**src/rtl/alzette_inv_seq.sv**
```systemverilog
// rtl/alzette_inv_seq.sv - multi-cycle inverse Alzette ARX-box with valid/ready handshake
module alzette_inv_seq #(
  parameter int UNROLL = 1
) (
  input  logic        g_clk,
  input  logic        g_resetn,
  input  logic        in_valid,
  output logic        in_ready,
  input  logic [31:0] in_x,
  input  logic [31:0] in_y,
  input  logic [31:0] in_c,
  output logic        out_valid,
  input  logic        out_ready,
  output logic [31:0] out_x,
  output logic [31:0] out_y
);

  // Only divisors of the four-round schedule keep rnd landing exactly on 4.
  generate
    if (!(UNROLL == 1 || UNROLL == 2 || UNROLL == 4)) begin : g_bad_unroll
      $error("alzette_inv_seq: UNROLL must be 1, 2 or 4");
    end
  endgenerate

  typedef enum logic [1:0] {
    S_IDLE = 2'd0,
    S_RUN  = 2'd1,
    S_DONE = 2'd2
  } state_t;

  state_t      r_state;
  state_t      w_state_nxt;
  logic [2:0]  r_rnd;
  logic [2:0]  w_rnd_nxt;
  logic [31:0] r_x;
  logic [31:0] r_y;
  logic [31:0] r_c;
  logic [31:0] w_x_nxt;
  logic [31:0] w_y_nxt;

  function automatic logic [31:0] f_ror(input logic [31:0] v, input logic [4:0] n);
    return (v >> n) | (v << (6'd32 - {1'b0, n}));
  endfunction

  // Inverse round r undoes forward round 3-r; a rotate of 0 degenerates to a plain subtract.
  function automatic logic [63:0] f_inv_round(input logic [31:0] x, input logic [31:0] y,
                                              input logic [31:0] c, input logic [1:0] r);
    logic [4:0]  a;
    logic [4:0]  b;
    logic [31:0] x1;
    logic [31:0] yn;
    logic [31:0] xn;
    case (r)
      2'd0:    begin a = 5'd16; b = 5'd24; end
      2'd1:    begin a = 5'd31; b = 5'd0;  end
      2'd2:    begin a = 5'd17; b = 5'd17; end
      default: begin a = 5'd24; b = 5'd31; end
    endcase
    x1 = x ^ c;
    yn = y ^ f_ror(x1, a);
    xn = x1 - f_ror(yn, b);
    return {xn, yn};
  endfunction

  assign w_rnd_nxt = r_rnd + 3'(UNROLL);

  // Chain UNROLL inverse rounds starting at the current round index.
  always_comb begin
    w_x_nxt = r_x;
    w_y_nxt = r_y;
    for (int k = 0; k < UNROLL; k++) begin
      {w_x_nxt, w_y_nxt} = f_inv_round(w_x_nxt, w_y_nxt, r_c, r_rnd[1:0] + 2'(k));
    end
  end

  // State register; reset aborts any operation in flight.
  always_ff @(posedge g_clk or negedge g_resetn) begin
    if (!g_resetn) begin
      r_state <= S_IDLE;
    end else begin
      r_state <= w_state_nxt;
    end
  end

  // Next-state: accept when idle, finish when the last round lands, release on out_ready.
  always_comb begin
    w_state_nxt = r_state;
    case (r_state)
      S_IDLE: if (in_valid)              w_state_nxt = S_RUN;
      S_RUN:  if (w_rnd_nxt == 3'd4)     w_state_nxt = S_DONE;
      S_DONE: if (out_ready)             w_state_nxt = S_IDLE;
      default:                           w_state_nxt = S_IDLE;
    endcase
  end

  // Handshake outputs decoded straight from the state.
  always_comb begin
    in_ready  = 1'b0;
    out_valid = 1'b0;
    case (r_state)
      S_IDLE:  in_ready  = 1'b1;
      S_DONE:  out_valid = 1'b1;
      default: begin end
    endcase
  end

  // Operand latch on accept, round update while running, hold otherwise.
  always_ff @(posedge g_clk or negedge g_resetn) begin
    if (!g_resetn) begin
      r_x   <= 32'd0;
      r_y   <= 32'd0;
      r_c   <= 32'd0;
      r_rnd <= 3'd0;
    end else if (r_state == S_IDLE && in_valid) begin
      r_x   <= in_x;
      r_y   <= in_y;
      r_c   <= in_c;
      r_rnd <= 3'd0;
    end else if (r_state == S_RUN) begin
      r_x   <= w_x_nxt;
      r_y   <= w_y_nxt;
      r_rnd <= w_rnd_nxt;
    end
  end

  assign out_x = r_x;
  assign out_y = r_y;

endmodule

```
**config.mk**
```make
export PLATFORM = sky130hd
export DESIGN_NAME = alzette_inv_seq
export DESIGN_NICKNAME = d
export VERILOG_FILES = /design/src/rtl/alzette_inv_seq.sv
export SDC_FILE = /design/constraint.sdc
export NUM_CORES = 1
export LEC_CHECK = 0
export BUFFER_PORTS_ARGS = -buffer_cell sky130_fd_sc_hd__buf_2
export CAP_MARGIN = 20
export CORE_ASPECT_RATIO = 0.9
export CORE_MARGIN = 2
export CORE_UTILIZATION = 55
export CTS_CLUSTER_DIAMETER = 80
export CTS_CLUSTER_SIZE = 20
export DETAILED_ROUTE_END_ITERATION = 7
export MAX_ROUTING_LAYER = met4
export PLACE_DENSITY_LB_ADDON = 0.2
export SLEW_MARGIN = 20
export SYNTH_ARGS = -nofsm -noshare
export SYNTH_HDL_FRONTEND = slang
export SYNTH_SLANG_ARGS = --single-unit
```
**constraint.sdc**
```tcl
create_clock -name g_clk -period 12.6 [get_ports g_clk]
set_input_delay 1.89 -clock g_clk [delete_from_list [all_inputs] [get_ports g_clk]]
set_output_delay 1.89 -clock g_clk [all_outputs]
set_load 0.05 [all_outputs]
```
; ---- After elaboration in Yosys (flattened, before gate mapping)
; Cells that the tools add are included.
[totals]
elab_cells = 44
out_inout_bits = 66
reg_bits = 101
[op_classes]
n_reduce_logical = 5
n_mux = 14
n_shift = 4
n_addsub = 4
n_eq_ne = 8
bitwise_logic = 4
[op_table]
columns = cell, count
row1 = two-way mux 32 bit, 4
row2 = OR 32 bit, 2
row3 = << shifter 32 x 6 -> 32 bit, 2
row4 = right shift 32 x 5 -> 32 bit, 2
row5 = bitwise XOR 32 bit, 2
row6 = subtractor 32 bit, 1
row7 = one-hot mux 5 bit (3 select lines), 1
row8 = one-hot mux 4 bit (3 select lines), 1
row9 = subtractor 6 x 5 -> 6 bit (first input constant), 2
row10 = two-way mux 2 bit, 3
row11 = two-way mux 3 bit, 2
row12 = != test 2 bit (second input constant), 3
row13 = one-hot mux 2 bit (3 select lines), 1
row14 = equality test 2 x 1 -> 1 bit (second input constant), 2
row15 = equality test 2 bit (second input constant), 2
row16 = zero test 2 bit, 2
row17 = adder 3 x 1 -> 3 bit (second input constant), 1
row18 = equality test 3 bit (second input constant), 1
row19 = AND reduction 3 bit, 1
row20 = two-way mux 1 bit, 2
row21 = nonzero test 2 bit, 1
row22 = logical AND 1 bit, 1

; ---- Depth between registers and ports, before layout
[depth]
depth_word = 11
ltp_mapped = 27

; ---- Worst setup path before layout
; Ideal clock, no wire load.
[synth_path]
path_kind = register -> register
start = register r_rnd[0]
end = register r_x[20], in the netlist out_x[20]
path_stages_with_launch = 26
required_time_ns = 12.467
setup_time_ns = 0.133
arrival_time_ns = 5.433
synth_period_minus_slack_ns = 5.566
n_path_buf = 2
path_slack_ns = 7.034
cell_sequence = dfrtp_1 -> inv_1 -> ha_1 -> clkbuf_8 -> inv_2 -> buf_4 -> mux4_2 -> mux2i_1 -> o21a_1 -> xnor2_1 -> a211oi_1 -> a21oi_1 -> mux4_2 -> ha_1 -> inv_1 -> fa_1 -> a21o_1 -> a21oi_1 -> o21bai_1 -> a21oi_1 -> nor3b_1 -> or2_2 -> o41a_1 -> a221oi_1 -> xor2_1 -> o21ai_0
[synth_via]
elab_chain_cells = 11
word_cells_on_any_way = 17
classes_between = add/sub: 3 / eq/ne: 2 / shift: 4 / mux: 4 / bitwise: 3 / reduce/logical: 1
[synth_lines]
columns = item, line_no
row1 = from (decl), 33  ; logic [2:0] r_rnd;
row2 = from (signal assigned), 122  ; r_rnd <= w_rnd_nxt;
row3 = "equality test 2 bit, or another cell as far along", 53  ; case (r)
row4 = one-hot mux 4 bit (3 select lines), 53
row5 = subtractor 6 x 5 -> 6 bit, 42  ; return (v >> n) | (v << (6'd32 - {1'b0, n}));
row6 = << shifter 32 x 6 -> 32 bit, 42
row7 = OR 32 bit, 42
row8 = bitwise XOR 32 bit, 60  ; yn = y ^ f_ror(x1, a);
row9 = << shifter 32 x 6 -> 32 bit / right shift 32 x 5 -> 32 bit (equally long branches), 42
row10 = OR 32 bit (*), 42
row11 = subtractor 32 bit (*), 61  ; xn = x1 - f_ror(yn, b);
row12 = two-way mux 32 bit (*), 119  ; end else if (r_state == S_RUN) begin
row13 = two-way mux 32 bit (*), 114  ; end else if (r_state == S_IDLE && in_valid) begin
row14 = to (signal assigned), 115  ; r_x <= in_x;
row15 = to (signal assigned), 120  ; r_x <= w_x_nxt;
row16 = to (decl), 35  ; logic [31:0] r_x;
; Mark *: on every way between the ends. The rest lies on a longest branch, timed or not. The select of a mux whose other input is x is not followed.
; A chain may end at the register's enable or synchronous reset.

; ---- Worst setup path in the final report
[layout_path]
start = register r_rnd[1]
end = register r_x[31], in the netlist out_x[31]
; The elaborated chain is that of the path after synthesis.

==> results.md <==
- Setup violators final: 0
- # IOs: about 170
- CTS max path bufs: 2
- Port Buffers: around 170
- Post-synthesis register bit count: approximately 100
- Vias: ~12k
- Post-Syn Area per Cell: ~8.0 µm²
- Root buffer cell: clkbuf_16
- TritonCTS clock tree: done
- Slew Limit Fails: 0
- Relative slew slack: 27.7%
- Maxcap violations: 0
- CTS H-tree depth: 3
- Top post-synthesis cells by area: dfrtp_1 23%, nand2_1 8.0%, mux4_2 6.8%
- Crit Path Class: flop to flop
- Final #Nets: between 1.5k and 2k
- Ys flop type: dfrtp_1
- Vias in the first global route: ~11k
- CP Data Required Time: between 10 and 15 ns
- Layout fillers: roughly 1.8k
- Avg WL per Cell: 25.8 µm
- Fraction of layout cells with a size suffix above 1: approximately a fifth
- Share of the synthesized area in the top cell type: 23.0%
- Largest net degree at the start of global routing: between 70 and 80
- Worst-Margin Slew: roughly 1.1 ns
- Final Critical Period: 8.15 ns
- CTS resizes: 0
- DRC: 0
- First drt pass iteration count: 6
- Period utilisation layout: approximately two thirds
- CTS Hold Bufs: 0
- Post-route ant nets: 0
- Die area: around 21000 µm²
- Vias per inst: between 6 and 7
- Core region area: between 15000 and 20000 µm²
- Grt ovf: 0
- TNS Setup: 0 ns
- DR iter-0 viols: around 2k
- Initial antenna violation count: 1
- CP Launch Type: flop
- Clock sink count: ~100
- Register area: approximately 2500 µm²
- Worst EP arrival: roughly 8.4 ns
- Status: completed
- EDFF count, synth: 0
- Die W: between 150 and 200 µm
- R2R setup slack: 4.45 ns
- Synthesis Warnings: 0
- Clk_lat worst skew: 0.37 ns
- TritonCTS Buffers: 9
- First-pass GRT wire length: ~67000 µm
- Initial Util: between 50% and 60%
- Final hold viol count: 0
- Core Rows: between 40 and 50
- Hold Path Class: flop to flop
- # diodes: 0
- Cell variety after synth: 90
- Register area share after synthesis: a little under a quarter
- Syn Std Cell Area: 11000 µm²
- Final Skew: between 0.01 and 0.015 ns
- GRT Overall Usage: a little over two fifths
- Die height: 138 µm
- Max Fanout on Critical Path: between 50 and 60
- Hpwl dp: 33600 µm
- Ys async rst share: 100%
- Routability cong.: approximately 1.1
- WL final: around 45000 µm
- Setup crit end kind: flop
- Yosys top cell by area: dfrtp_1
- Multi-input gate area: about 7800 µm²
- Mapped Nets: between 1.5k and 2k
- Unrepaired setup endpoints after global routing: false
- Post-CTS Setup Repair Bufs: 0
- Maximum clock rate: approximately 0.12 GHz
- Clk pin slew, worst setup/hold paths: 0.08 ns
- P&R area growth vs syn: 9.91%
- Mapped Cells: 1373
[worst paths after layout]
path,startpoint,to,depth (start not counted)
setup reg to reg,r_rnd[1],out_x[31],22
max in group asynchronous,g_resetn,r_c[15],2
hold / removal,r_c[24],r_c[24],2
hold reg to reg,r_c[24],r_c[24],2
setup / recovery,r_rnd[1],out_x[31],22
min in group asynchronous,g_resetn,out_y[12],1
[sequential cells by signal, summed over array words and instances (netlist names)]
register	cells
out_x	32
out_y	32
r_rnd	3
r_state	2
r_c	32
[cell usage after synthesis, drive strengths merged, types with 7 or more instances]
master	instances
nand2	233
nor2	106
o21ai	106
dfrtp	101
a21oi	92
clkbuf	67
xnor2	56
inv	43
a22oi	40
xor2	40
mux2i	39
nor3	39
ha	37
mux4	36
buf	33
o22ai	25
a21o	24
a211oi	21
a221o	13
o211ai	13
mux2	12
nand2b	12
nand3	12
o21a	12
a221oi	10
a31oi	10
and3	9
o31ai	9
or3	9
and2	8
or2	8
nor3b	7
o311ai	7
[worst max-delay path, cell delays in order, from the launching register on]
cell       delay, ns
dfrtp_1         0.45
ha_2            0.55
buf_4           0.60
or2_1           0.67
mux4_2          0.66
nand2_1         0.10
a31oi_1         0.24
xnor2_1         0.91
a211oi_1        0.19
a21oi_1         0.35
nand2_1         0.10
a31o_1          0.29
ha_1            0.40
nand3_1         0.10
a2111oi_0       0.35
o31ai_1         0.17
a211oi_1        0.56
a211oi_1        0.17
or3_1           0.38
a21oi_1         0.28
and3_1          0.20
o2111ai_1       0.14
nand4_1         0.16
[routing by layer]
layer | up-vias | share of wire (%) | GRT usage, %
li1 | 5222 | - | -
met1 | 5637 | 42 | 60.8
met2 | 911 | 41 | 59.4
met3 | 121 | 13 | 10.5
met4 | 0 | 3.8 | 13.1
met5 | - | 0 | -
[per-stage QoR]
stage / hold WS, ns / setup WS (ns) / instance area, µm² / util (%) / instances
3_5_place_dp: 0.484 / 4.78 / 11800 / 59.6 / 1712
6_report: 0.504 / 4.45 / 12100 / 61.0 / 1727
3_3_place_gp: 0.478 / 4.78 / 11800 / 59.6 / 1712
4_1_cts: 0.502 / 4.75 / 12100 / 61.0 / 1727
2_1_floorplan: 0.466 / 7.03 / 11000 / - / 1373
5_1_grt: 0.524 / 4.00 / 12100 / 61.0 / 1727
[area by class of cell]
| type | instances | area share [%] |
|---|---|---|
| sequential | 101 | 20.9 |
| clock buffer | 10 | 1.98 |
| clock inverter | 5 | 0.373 |
| timing repair buffer | 185 | 8.10 |
| tap | 255 | 2.64 |
| inverter | 45 | 1.40 |
| multi-input combinational | 1126 | 64.6 |
[placed cells by master (no fill, tap or decap), types with 6 or more instances in the layout]
cell type | Yosys | final
o21bai_1 | 6 | 6
o221ai_1 | 6 | 6
nor2_1 | 104 | 102
o31ai_1 | 8 | 8
xnor2_2 | 5 | 7
a31oi_1 | 10 | 10
mux2i_1 | 39 | 39
nand2_1 | 233 | 233
buf_2 | 15 | 164
mux2_2 | 10 | 10
o22ai_1 | 25 | 25
a211oi_1 | 21 | 21
buf_4 | 2 | 21
a21oi_1 | 90 | 90
and2_1 | 7 | 6
o311ai_0 | 6 | 6
clkbuf_16 | 0 | 9
o21a_1 | 12 | 12
or3_1 | 8 | 8
nand2b_1 | 11 | 10
nor3_1 | 39 | 39
nor3b_1 | 7 | 7
o21ai_0 | 100 | 100
a221o_1 | 12 | 12
xnor2_1 | 51 | 49
nand3_1 | 12 | 12
a22oi_1 | 40 | 40
and3_1 | 9 | 9
o211ai_1 | 12 | 12
ha_1 | 37 | 33
or2_2 | 6 | 6
inv_1 | 41 | 41
a21o_1 | 24 | 24
xor2_1 | 34 | 34
a221oi_1 | 9 | 9
dfrtp_1 | 101 | 101
mux4_2 | 33 | 33
[cells by family (layout without fill, tap and decap cells)]
family | Yosys count | after routing | synth area share (%)
compound gates | 448 | 448 | 27.4
xor+xnor | 96 | 96 | 8.51
fa+ha+maj | 38 | 38 | 4.40
buf+inv | 146 | 245 | 6.41
flops | 101 | 101 | 23.0
mux | 87 | 87 | 12.3
simple gates | 457 | 457 | 18.0
Power is not shown: default switching activity piles up to over one toggle a cycle in this logic, so the estimate is an artifact.
